[config.mk]
export PLATFORM = sky130hd
export DESIGN_NAME = writeback_regfile_flat
export DESIGN_NICKNAME = d
export VERILOG_FILES = /design/src/rtl/y86_pkg.sv /design/src/rtl/writeback_regfile_if.sv /design/src/rtl/regfile_2w.sv /design/src/rtl/writeback_regfile.sv /design/src/flat_wrapper.sv
export SDC_FILE = /design/constraint.sdc
export NUM_CORES = 2
export LEC_CHECK = 0
export CAP_MARGIN = 10
export CORE_AREA = 2 2 504 506
export DETAILED_ROUTE_END_ITERATION = 16
export DIE_AREA = 0 0 506 508
export GPL_ROUTABILITY_DRIVEN = 1
export SYNTH_ARGS = -nofsm -noshare
export SYNTH_HDL_FRONTEND = slang
export SYNTH_HIERARCHICAL = 1
export SYNTH_SLANG_ARGS = --single-unit
[constraint.sdc]
create_clock -name clk -period 6 [get_ports clk]
set_clock_uncertainty 0.2 [all_clocks]
set_input_delay 1.2 -clock clk [delete_from_list [all_inputs] [get_ports clk]]
set_output_delay 1.2 -clock clk [all_outputs]
set_load 0.05 [all_outputs]
[src/rtl/y86_pkg.sv]
// Shared Y86-64 encodings used by the write-back stage and register file.
package y86_pkg;

  // Instruction codes
  localparam logic [3:0] I_HALT   = 4'h0;
  localparam logic [3:0] I_NOP    = 4'h1;
  localparam logic [3:0] I_RRMOVQ = 4'h2;
  localparam logic [3:0] I_IRMOVQ = 4'h3;
  localparam logic [3:0] I_RMMOVQ = 4'h4;
  localparam logic [3:0] I_MRMOVQ = 4'h5;
  localparam logic [3:0] I_OPQ    = 4'h6;
  localparam logic [3:0] I_JXX    = 4'h7;
  localparam logic [3:0] I_CALL   = 4'h8;
  localparam logic [3:0] I_RET    = 4'h9;
  localparam logic [3:0] I_PUSHQ  = 4'hA;
  localparam logic [3:0] I_POPQ   = 4'hB;

  // Processor status codes
  localparam logic [2:0] S_AOK = 3'd1;
  localparam logic [2:0] S_HLT = 3'd2;
  localparam logic [2:0] S_ADR = 3'd3;
  localparam logic [2:0] S_INS = 3'd4;

  // Register IDs
  localparam logic [3:0] RNONE = 4'hF;
  localparam logic [3:0] RRSP  = 4'h4;

  // Write-back run/halt state
  typedef enum logic {RUN, HALT} wb_state_t;

endpackage

[src/rtl/writeback_regfile_if.sv]
// Memory-stage to write-back bundle: results plus the W register controls.
interface writeback_regfile_if #(
  parameter int WIDTH = 64
);
  logic             w_stall;
  logic             w_bubble;
  logic [2:0]       m_stat;
  logic [3:0]       m_icode;
  logic [3:0]       m_dstE;
  logic [3:0]       m_dstM;
  logic [WIDTH-1:0] m_valE;
  logic [WIDTH-1:0] m_valM;

  modport master (
    output w_stall, w_bubble, m_stat, m_icode, m_dstE, m_dstM, m_valE, m_valM
  );

  modport slave (
    input w_stall, w_bubble, m_stat, m_icode, m_dstE, m_dstM, m_valE, m_valM
  );
endinterface

[src/rtl/regfile_2w.sv]
// 15-entry architectural register file with two write ports; port M wins a
// same-register collision so popq %rsp leaves the popped value in %rsp.
module regfile_2w
  import y86_pkg::*;
#(
  parameter int               WIDTH    = 64,
  parameter logic [WIDTH-1:0] RSP_INIT = '0
) (
  input  logic             clk,
  input  logic             reset,
  input  logic             we_e,
  input  logic [3:0]       dst_e,
  input  logic [WIDTH-1:0] val_e,
  input  logic             we_m,
  input  logic [3:0]       dst_m,
  input  logic [WIDTH-1:0] val_m,
  output logic [WIDTH-1:0] reg_mem0,
  output logic [WIDTH-1:0] reg_mem1,
  output logic [WIDTH-1:0] reg_mem2,
  output logic [WIDTH-1:0] reg_mem3,
  output logic [WIDTH-1:0] reg_mem4,
  output logic [WIDTH-1:0] reg_mem5,
  output logic [WIDTH-1:0] reg_mem6,
  output logic [WIDTH-1:0] reg_mem7,
  output logic [WIDTH-1:0] reg_mem8,
  output logic [WIDTH-1:0] reg_mem9,
  output logic [WIDTH-1:0] reg_mem10,
  output logic [WIDTH-1:0] reg_mem11,
  output logic [WIDTH-1:0] reg_mem12,
  output logic [WIDTH-1:0] reg_mem13,
  output logic [WIDTH-1:0] reg_mem14
);

  logic [WIDTH-1:0] regs [15];

  // Register storage: M port written last so it overrides E on a collision
  always_ff @(posedge clk) begin
    if (reset) begin
      for (int i = 0; i < 15; i++) begin
        regs[i] <= (i == int'(RRSP)) ? RSP_INIT : '0;
      end
    end else begin
      if (we_e && dst_e != RNONE) regs[dst_e] <= val_e;
      if (we_m && dst_m != RNONE) regs[dst_m] <= val_m;
    end
  end

  assign reg_mem0  = regs[0];
  assign reg_mem1  = regs[1];
  assign reg_mem2  = regs[2];
  assign reg_mem3  = regs[3];
  assign reg_mem4  = regs[4];
  assign reg_mem5  = regs[5];
  assign reg_mem6  = regs[6];
  assign reg_mem7  = regs[7];
  assign reg_mem8  = regs[8];
  assign reg_mem9  = regs[9];
  assign reg_mem10 = regs[10];
  assign reg_mem11 = regs[11];
  assign reg_mem12 = regs[12];
  assign reg_mem13 = regs[13];
  assign reg_mem14 = regs[14];

endmodule

[src/rtl/writeback_regfile.sv]
// Y86-64 write-back stage: W pipeline register, halt FSM, retire counter and
// the architectural register file it commits into.
module writeback_regfile
  import y86_pkg::*;
#(
  parameter int               WIDTH    = 64,
  parameter logic [WIDTH-1:0] RSP_INIT = 64'h0
) (
  input  logic                     clk,
  input  logic                     reset,
  writeback_regfile_if.slave       m_bus,
  output logic [3:0]               W_icode,
  output logic [3:0]               W_dstE,
  output logic [3:0]               W_dstM,
  output logic [WIDTH-1:0]         W_valE,
  output logic [WIDTH-1:0]         W_valM,
  output logic [WIDTH-1:0]         reg_mem0,
  output logic [WIDTH-1:0]         reg_mem1,
  output logic [WIDTH-1:0]         reg_mem2,
  output logic [WIDTH-1:0]         reg_mem3,
  output logic [WIDTH-1:0]         reg_mem4,
  output logic [WIDTH-1:0]         reg_mem5,
  output logic [WIDTH-1:0]         reg_mem6,
  output logic [WIDTH-1:0]         reg_mem7,
  output logic [WIDTH-1:0]         reg_mem8,
  output logic [WIDTH-1:0]         reg_mem9,
  output logic [WIDTH-1:0]         reg_mem10,
  output logic [WIDTH-1:0]         reg_mem11,
  output logic [WIDTH-1:0]         reg_mem12,
  output logic [WIDTH-1:0]         reg_mem13,
  output logic [WIDTH-1:0]         reg_mem14,
  output logic [2:0]               stat,
  output logic                     halted,
  output logic [31:0]              retired
);

  logic [2:0]       w_stat_p0;
  logic [3:0]       w_icode_p0;
  logic [3:0]       w_dste_p0;
  logic [3:0]       w_dstm_p0;
  logic [WIDTH-1:0] w_vale_p0;
  logic [WIDTH-1:0] w_valm_p0;
  wb_state_t        state;
  logic             commit;

  // ---- Stage boundary: memory -> W register ----
  // W register load: reset/bubble insert a nop, halt or stall freezes it
  always_ff @(posedge clk) begin
    if (reset || (!halted && !m_bus.w_stall && m_bus.w_bubble)) begin
      w_stat_p0  <= S_AOK;
      w_icode_p0 <= I_NOP;
      w_dste_p0  <= RNONE;
      w_dstm_p0  <= RNONE;
      w_vale_p0  <= '0;
      w_valm_p0  <= '0;
    end else if (!halted && !m_bus.w_stall) begin
      w_stat_p0  <= m_bus.m_stat;
      w_icode_p0 <= m_bus.m_icode;
      w_dste_p0  <= m_bus.m_dstE;
      w_dstm_p0  <= m_bus.m_dstM;
      w_vale_p0  <= m_bus.m_valE;
      w_valm_p0  <= m_bus.m_valM;
    end
  end

  assign W_icode = w_icode_p0;
  assign W_dstE  = w_dste_p0;
  assign W_dstM  = w_dstm_p0;
  assign W_valE  = w_vale_p0;
  assign W_valM  = w_valm_p0;

  // ---- Stage boundary: W register -> architectural state ----
  // A stalled W is held for another cycle, so it must not commit twice
  assign commit = (state == RUN) && (w_stat_p0 == S_AOK) && !m_bus.w_stall;

  // Halt FSM and retire counter; a faulting instruction is neither committed nor counted
  always_ff @(posedge clk) begin
    if (reset) begin
      state   <= RUN;
      stat    <= S_AOK;
      halted  <= 1'b0;
      retired <= '0;
    end else begin
      case (state)
        RUN: begin
          if (w_stat_p0 != S_AOK) begin
            state  <= HALT;
            stat   <= w_stat_p0;
            halted <= 1'b1;
          end else if (commit && w_icode_p0 != I_NOP) begin
            retired <= retired + 32'd1;
          end
        end
        HALT: begin
          state <= HALT;
        end
        default: begin
          state <= HALT;
        end
      endcase
    end
  end

  regfile_2w #(
    .WIDTH    (WIDTH),
    .RSP_INIT (RSP_INIT)
  ) u_regfile (
    .clk       (clk),
    .reset     (reset),
    .we_e      (commit),
    .dst_e     (w_dste_p0),
    .val_e     (w_vale_p0),
    .we_m      (commit),
    .dst_m     (w_dstm_p0),
    .val_m     (w_valm_p0),
    .reg_mem0  (reg_mem0),
    .reg_mem1  (reg_mem1),
    .reg_mem2  (reg_mem2),
    .reg_mem3  (reg_mem3),
    .reg_mem4  (reg_mem4),
    .reg_mem5  (reg_mem5),
    .reg_mem6  (reg_mem6),
    .reg_mem7  (reg_mem7),
    .reg_mem8  (reg_mem8),
    .reg_mem9  (reg_mem9),
    .reg_mem10 (reg_mem10),
    .reg_mem11 (reg_mem11),
    .reg_mem12 (reg_mem12),
    .reg_mem13 (reg_mem13),
    .reg_mem14 (reg_mem14)
  );

endmodule
[src/flat_wrapper.sv]
// flat-port wrapper written by rule: the top's interface ports become plain ports
module writeback_regfile_flat import y86_pkg::*;
#(
  parameter int               WIDTH    = 64,
  parameter logic [WIDTH-1:0] RSP_INIT = 64'h0
)
  (clk, reset, W_icode, W_dstE, W_dstM, W_valE, W_valM, reg_mem0, reg_mem1, reg_mem2, reg_mem3, reg_mem4, reg_mem5, reg_mem6, reg_mem7, reg_mem8, reg_mem9, reg_mem10, reg_mem11, reg_mem12, reg_mem13, reg_mem14, stat, halted, retired, m_bus_w_stall, m_bus_w_bubble, m_bus_m_stat, m_bus_m_icode, m_bus_m_dstE, m_bus_m_dstM, m_bus_m_valE, m_bus_m_valM);
  writeback_regfile_if #(.WIDTH(WIDTH)) m_bus_i ();
  input  logic clk;
  input  logic reset;
  output logic [3:0] W_icode;
  output logic [3:0] W_dstE;
  output logic [3:0] W_dstM;
  output logic [WIDTH-1:0] W_valE;
  output logic [WIDTH-1:0] W_valM;
  output logic [WIDTH-1:0] reg_mem0;
  output logic [WIDTH-1:0] reg_mem1;
  output logic [WIDTH-1:0] reg_mem2;
  output logic [WIDTH-1:0] reg_mem3;
  output logic [WIDTH-1:0] reg_mem4;
  output logic [WIDTH-1:0] reg_mem5;
  output logic [WIDTH-1:0] reg_mem6;
  output logic [WIDTH-1:0] reg_mem7;
  output logic [WIDTH-1:0] reg_mem8;
  output logic [WIDTH-1:0] reg_mem9;
  output logic [WIDTH-1:0] reg_mem10;
  output logic [WIDTH-1:0] reg_mem11;
  output logic [WIDTH-1:0] reg_mem12;
  output logic [WIDTH-1:0] reg_mem13;
  output logic [WIDTH-1:0] reg_mem14;
  output logic [2:0] stat;
  output logic halted;
  output logic [31:0] retired;
  input wire logic [$bits(m_bus_i.w_stall)-1:0] m_bus_w_stall;
  input wire logic [$bits(m_bus_i.w_bubble)-1:0] m_bus_w_bubble;
  input wire logic [$bits(m_bus_i.m_stat)-1:0] m_bus_m_stat;
  input wire logic [$bits(m_bus_i.m_icode)-1:0] m_bus_m_icode;
  input wire logic [$bits(m_bus_i.m_dstE)-1:0] m_bus_m_dstE;
  input wire logic [$bits(m_bus_i.m_dstM)-1:0] m_bus_m_dstM;
  input wire logic [$bits(m_bus_i.m_valE)-1:0] m_bus_m_valE;
  input wire logic [$bits(m_bus_i.m_valM)-1:0] m_bus_m_valM;
  assign m_bus_i.w_stall = m_bus_w_stall;
  assign m_bus_i.w_bubble = m_bus_w_bubble;
  assign m_bus_i.m_stat = m_bus_m_stat;
  assign m_bus_i.m_icode = m_bus_m_icode;
  assign m_bus_i.m_dstE = m_bus_m_dstE;
  assign m_bus_i.m_dstM = m_bus_m_dstM;
  assign m_bus_i.m_valE = m_bus_m_valE;
  assign m_bus_i.m_valM = m_bus_m_valM;
  writeback_regfile #(.WIDTH(WIDTH), .RSP_INIT(RSP_INIT)) u_core (.clk(clk), .reset(reset), .m_bus(m_bus_i), .W_icode(W_icode), .W_dstE(W_dstE), .W_dstM(W_dstM), .W_valE(W_valE), .W_valM(W_valM), .reg_mem0(reg_mem0), .reg_mem1(reg_mem1), .reg_mem2(reg_mem2), .reg_mem3(reg_mem3), .reg_mem4(reg_mem4), .reg_mem5(reg_mem5), .reg_mem6(reg_mem6), .reg_mem7(reg_mem7), .reg_mem8(reg_mem8), .reg_mem9(reg_mem9), .reg_mem10(reg_mem10), .reg_mem11(reg_mem11), .reg_mem12(reg_mem12), .reg_mem13(reg_mem13), .reg_mem14(reg_mem14), .stat(stat), .halted(halted), .retired(retired));
endmodule
; ---- Yosys cells after proc, flatten, opt, wreduce, memory -nomap -nowiden
; Memories as Yosys holds them, arrays and structs flattened.
; Cells that the tools add are included.
[op_classes]
n_addsub = 1
eq_ne = 5
mux = 16
bitwise_logic = 2
n_reduce_logical = 14
[ops]
columns = op, count
row1 = 64-bit 2-to-1 mux, 2
row2 = 64-bit OR reduction, 2
row3 = 32-bit by 1-bit adder with 32-bit output (second input constant), 1
row4 = 1-bit 2-to-1 mux, 11
row5 = 4-bit 2-to-1 mux, 2
row6 = 4-bit inequality test (second input constant), 2
row7 = 1-bit logical AND, 7
row8 = 4-bit by 1-bit inequality test with 1-bit output (second input constant), 1
row9 = 3-bit by 1-bit == test with 1-bit output (second input constant), 1
row10 = 3-bit by 1-bit inequality test with 1-bit output (second input constant), 1
row11 = 3-bit AND reduction, 1
row12 = 1-bit logical NOT, 2
row13 = 1-bit inverter, 2
row14 = 1-bit case mux with 2 select lines, 1
row15 = 2-bit AND reduction, 1
row16 = 1-bit logical OR, 1
[totals]
reg_bits = 180
ramBits = 960
output_inout_bits = 1136
wordCells = 49
memories = 1
[memory_table]
columns = name, depth, word_bits, read_ports, rd_clocked_by_memory_dff, wr, line_no
row1 = u_core.u_regfile.regs, 15, 64, 15, 0, 15, regfile_2w.sv:34  ; logic [WIDTH-1:0] regs [15];

; ---- Logic depth before layout (Yosys ltp)
[logic_depth]
depth_word = 9
mapped_depth = 9

; ---- Modules after synthesis
; Netlist, hierarchy kept.
[by_module_without_submodules]
columns = module, n_inst, cells_per_inst, area_each_um2
row1 = regfile_2w, 1, 3572, 46703.5
row2 = writeback_regfile, 1, 842, 6696.4

; ---- Least setup slack after synthesis
; No wires, ideal clock.
[synth_timing]
kind = input to register
startpoint = input m_bus_w_stall
endpoint = memory u_core.u_regfile.regs[3][0] (enable)
t_arrival_ns = 5.757
path_slack_ns = -0.460
path_stages = 7
cell_sequence = clkbuf_1 -> nor2_1 -> or4b_1 -> clkbuf_1 -> buf_2 -> buf_2 -> o211ai_1
[synth_rtl]
columns = item, line_no
row1 = start: declaration, flat_wrapper.sv:34  ; input wire logic [$bits(m_bus_i.w_stall)-1:0] m_bus_w_stall;
row2 = end: declaration, regfile_2w.sv:34

==> reports/qor.txt <==
Worst Setup SP - m_bus_w_stall
pin count of the biggest net entering global routing - 145
global placer's final weighted congestion - 0.8552
vias per cell - 4.935
area of the die - 257,000 um2
cell row count - 185
syn_nets - 4,562
synthesized instance count - 4,414
1st-iter DRT viols - 5,277
antenna viol nets, final - 0
EDFF count, synth - 960
Avg Cell Area, Syn - 12.10 um2
cts bufs inserted - 144
crit path kind - input pin to flip-flop
failing checks - max-slew violations
layout cells sized above 1 - 21.56%
outcome - finished, violations left
CP startpoint kind - input pin
Initial DRT Pass Iterations - 7
Synth top area share - 53.98%
clk slew on worst S/H paths - 0.06 ns
final cycle utilization of the critical path - 75.82%
first-pass GRT wire length - 403,800 um
fin util - 29.75%
DP Wirelength - 216,400 um
Final Max Tran Viols - 59
die height - 508 um
Post-Route WL - 309,700 um
Final Setup Violations - 0
most frequent cell after synthesis - edfxtp_1
Yosys top cell by area - edfxtp_1
port bufs - 1,282
min Tclk post-route - 4.549 ns
die width - 506 um
vias - 44,510
sequential element share of the synthesized area - 60.73%
Final Cell Area - 75,060 um2
Static Leak - 0.02580 uW
io pins - 1,283
Hold Crit Start - u_core/stat[2]$_SDFFE_PP0P_
flops & latches, synth - 1,140
asr flop ratio synth - 0%
hold_buf cts - 0
residual DRC count - 0
pwr dens - 288.0 nW/um2
CTS tree - built
CTS-repair resized insts - 0
arrival time worst endpoint - 4.94 ns
Initial Util - 21.16%
antenna violations before repair - 31
core area - 252,300 um2
Synth top cells by count - edfxtp_1 (960), nor2_1 (786), mux2_2 (770)
max frequency - 219.8 MHz
Setup Buffers After CTS - 0
Area contributors post-synth - edfxtp_1 (54%), mux2_2 (16%), dfxtp_1 (6.7%)
htree depth - 4
Crit Path Max Fanout - 144
Area growth, synth to finish - 40.55%
Cell Area, Placed - 70,180 um2
setup_tns - 0 ns
clock latency on the worst-skew pair - 0.83 ns
Post-Synthesis Cell Area - 53,400 um2
drt wl/cell - 34.33 um
RSZ-0062 raised after global routing - false
hold crit path type - flip-flop to flip-flop
Critical Path Sink Type - flip-flop
CTS sink cnt - 1,140
placed cell count - 8,738
library cells used by synthesis - 54
worst path required time - 6.39 ns
Worst IR Drop VDD - 266.1 uV
Synth warnings - 6
Max Cap Viol - 0
RR Startpoint - u_core/w_stat_p0[0]$_SDFFE_PP1N_
final net count - 5,666
Final Hold Viols - 0
Clock Tree Buf Depth - 3
Worst-Margin Slew - 1.658 ns
relative slew slack - -10.52%
GRT Util Overall - 23.02%
Finished Layout Cells - 9,020
Synth Flop Type - edfxtp_1
FILL cells - 25,560
vias in the first global route - 42,840
GR Overflow Total - 0
CTS root buf - clkbuf_16
placed cells by master (no fill, tap or decap), types with 7 or more instances in the layout:
cell / netlist / routed
nor4_1: 8 / 8
or3_1: 8 / 8
clkbuf_8: 0 / 15
or4_1: 17 / 17
nand3b_1: 131 / 131
diode_2: 0 / 15
o31ai_1: 205 / 205
clkbuf_1: 260 / 38
dfxtp_1: 180 / 178
or3b_2: 64 / 64
buf_12: 0 / 37
clkinv_2: 0 / 17
nor2_1: 786 / 783
clkbuf_16: 0 / 149
edfxtp_1: 960 / 960
a21oi_1: 159 / 159
buf_4: 7 / 77
o21ai_0: 10 / 10
clkdlybuf4s50_1: 0 / 1281
bufinv_16: 0 / 8
mux2_2: 770 / 770
clkinv_1: 1 / 11
inv_6: 0 / 7
nand2_1: 307 / 301
nand3_1: 284 / 278
nor2b_1: 10 / 7
nand4_1: 9 / 9
critical path: stages:
cell and delay, ns:
clkdlybuf4s50_1 0.82, nor2_4 0.55, or4b_4 0.77, buf_12 0.31, o31ai_1 0.64
flip-flops by register name, summed over array words and instances, names as in the netlist:
signal                 count
u_core/u_regfile/regs    960
u_core/state               1
u_core/W_icode             4
u_core/W_dstM              4
u_core/W_valM             64
u_core/W_dstE              4
u_core/W_valE             64
u_core/retired            32
u_core/w_stat_p0           3
u_core/halted              1
u_core/stat                3
cell type report:
class,instances,area [um2],area share (%)
flip-flops and latches,1140,32440,43.22
multi-input cells,2830,19350,25.78
repair buffers,1397,14160,18.87
well taps,3366,4212,5.611
clock buffers,202,4078,5.433
clock inverters,65,760.7,1.014
diodes,15,37.54,0.05001
inverters,5,18.77,0.02501
kinds of logic (layout without fill, tap and decap cells):
logic type                 count (synthesis)  in the layout  share of synthesized area (%)
and+or+nand+nor                         1663           1663                          14.51
other                                      0             15                              0
buffers and inverters                    444           1669                          3.669
DFF                                     1140           1140                          60.73
AOI/OAI and AO/OA                        390            390                          4.724
adders and majority gates                  1              1                        0.02343
xor gates and xnor gates                   4              4                        0.06560
muxes                                    772            772                          16.28
path summary, 6_finish.rpt:
path	end	slack (ns)	cells past startpoint
max	u_core/u_regfile/regs[2][36]$_DFFE_PP_	1.45	5
min	u_core/stat[2]$_SDFFE_PP0P_	0.29	2
max reg2reg	u_core/u_regfile/regs[2][36]$_DFFE_PP_	1.70	5
min reg2reg	u_core/stat[2]$_SDFFE_PP0P_	0.29	2
per-layer routing:
layer  GRT usage (%)  wire length, um  vias to the layer above  part of all wire [%]
met2           35.32           136600                     3108                    44
met5               0                0                        -                     0
met4           9.565            14160                        0                   4.6
met3           8.847            37060                      493                    12
li1                -                -                    18290                     -
met1           28.82           121900                    22620                    39
report_power, final:
group	switching, uW	internal [uW]
clock network	3880	5160
registers	394	8900
logic	2440	839
stage by stage:
step / total power, uW / worst slack [ns] / hold WS, ns
2_1_floorplan: 11050 / -0.1262 / 0.2664
3_3_place_gp: 12710 / 0.8439 / 0.2793
3_5_place_dp: 12720 / 0.7735 / 0.2870
4_1_cts: 21800 / 1.504 / 0.2956
5_1_grt: 22190 / 1.523 / 0.3304
6_report: 21620 / 1.451 / 0.2908
(Power assumes the default switching activity.)
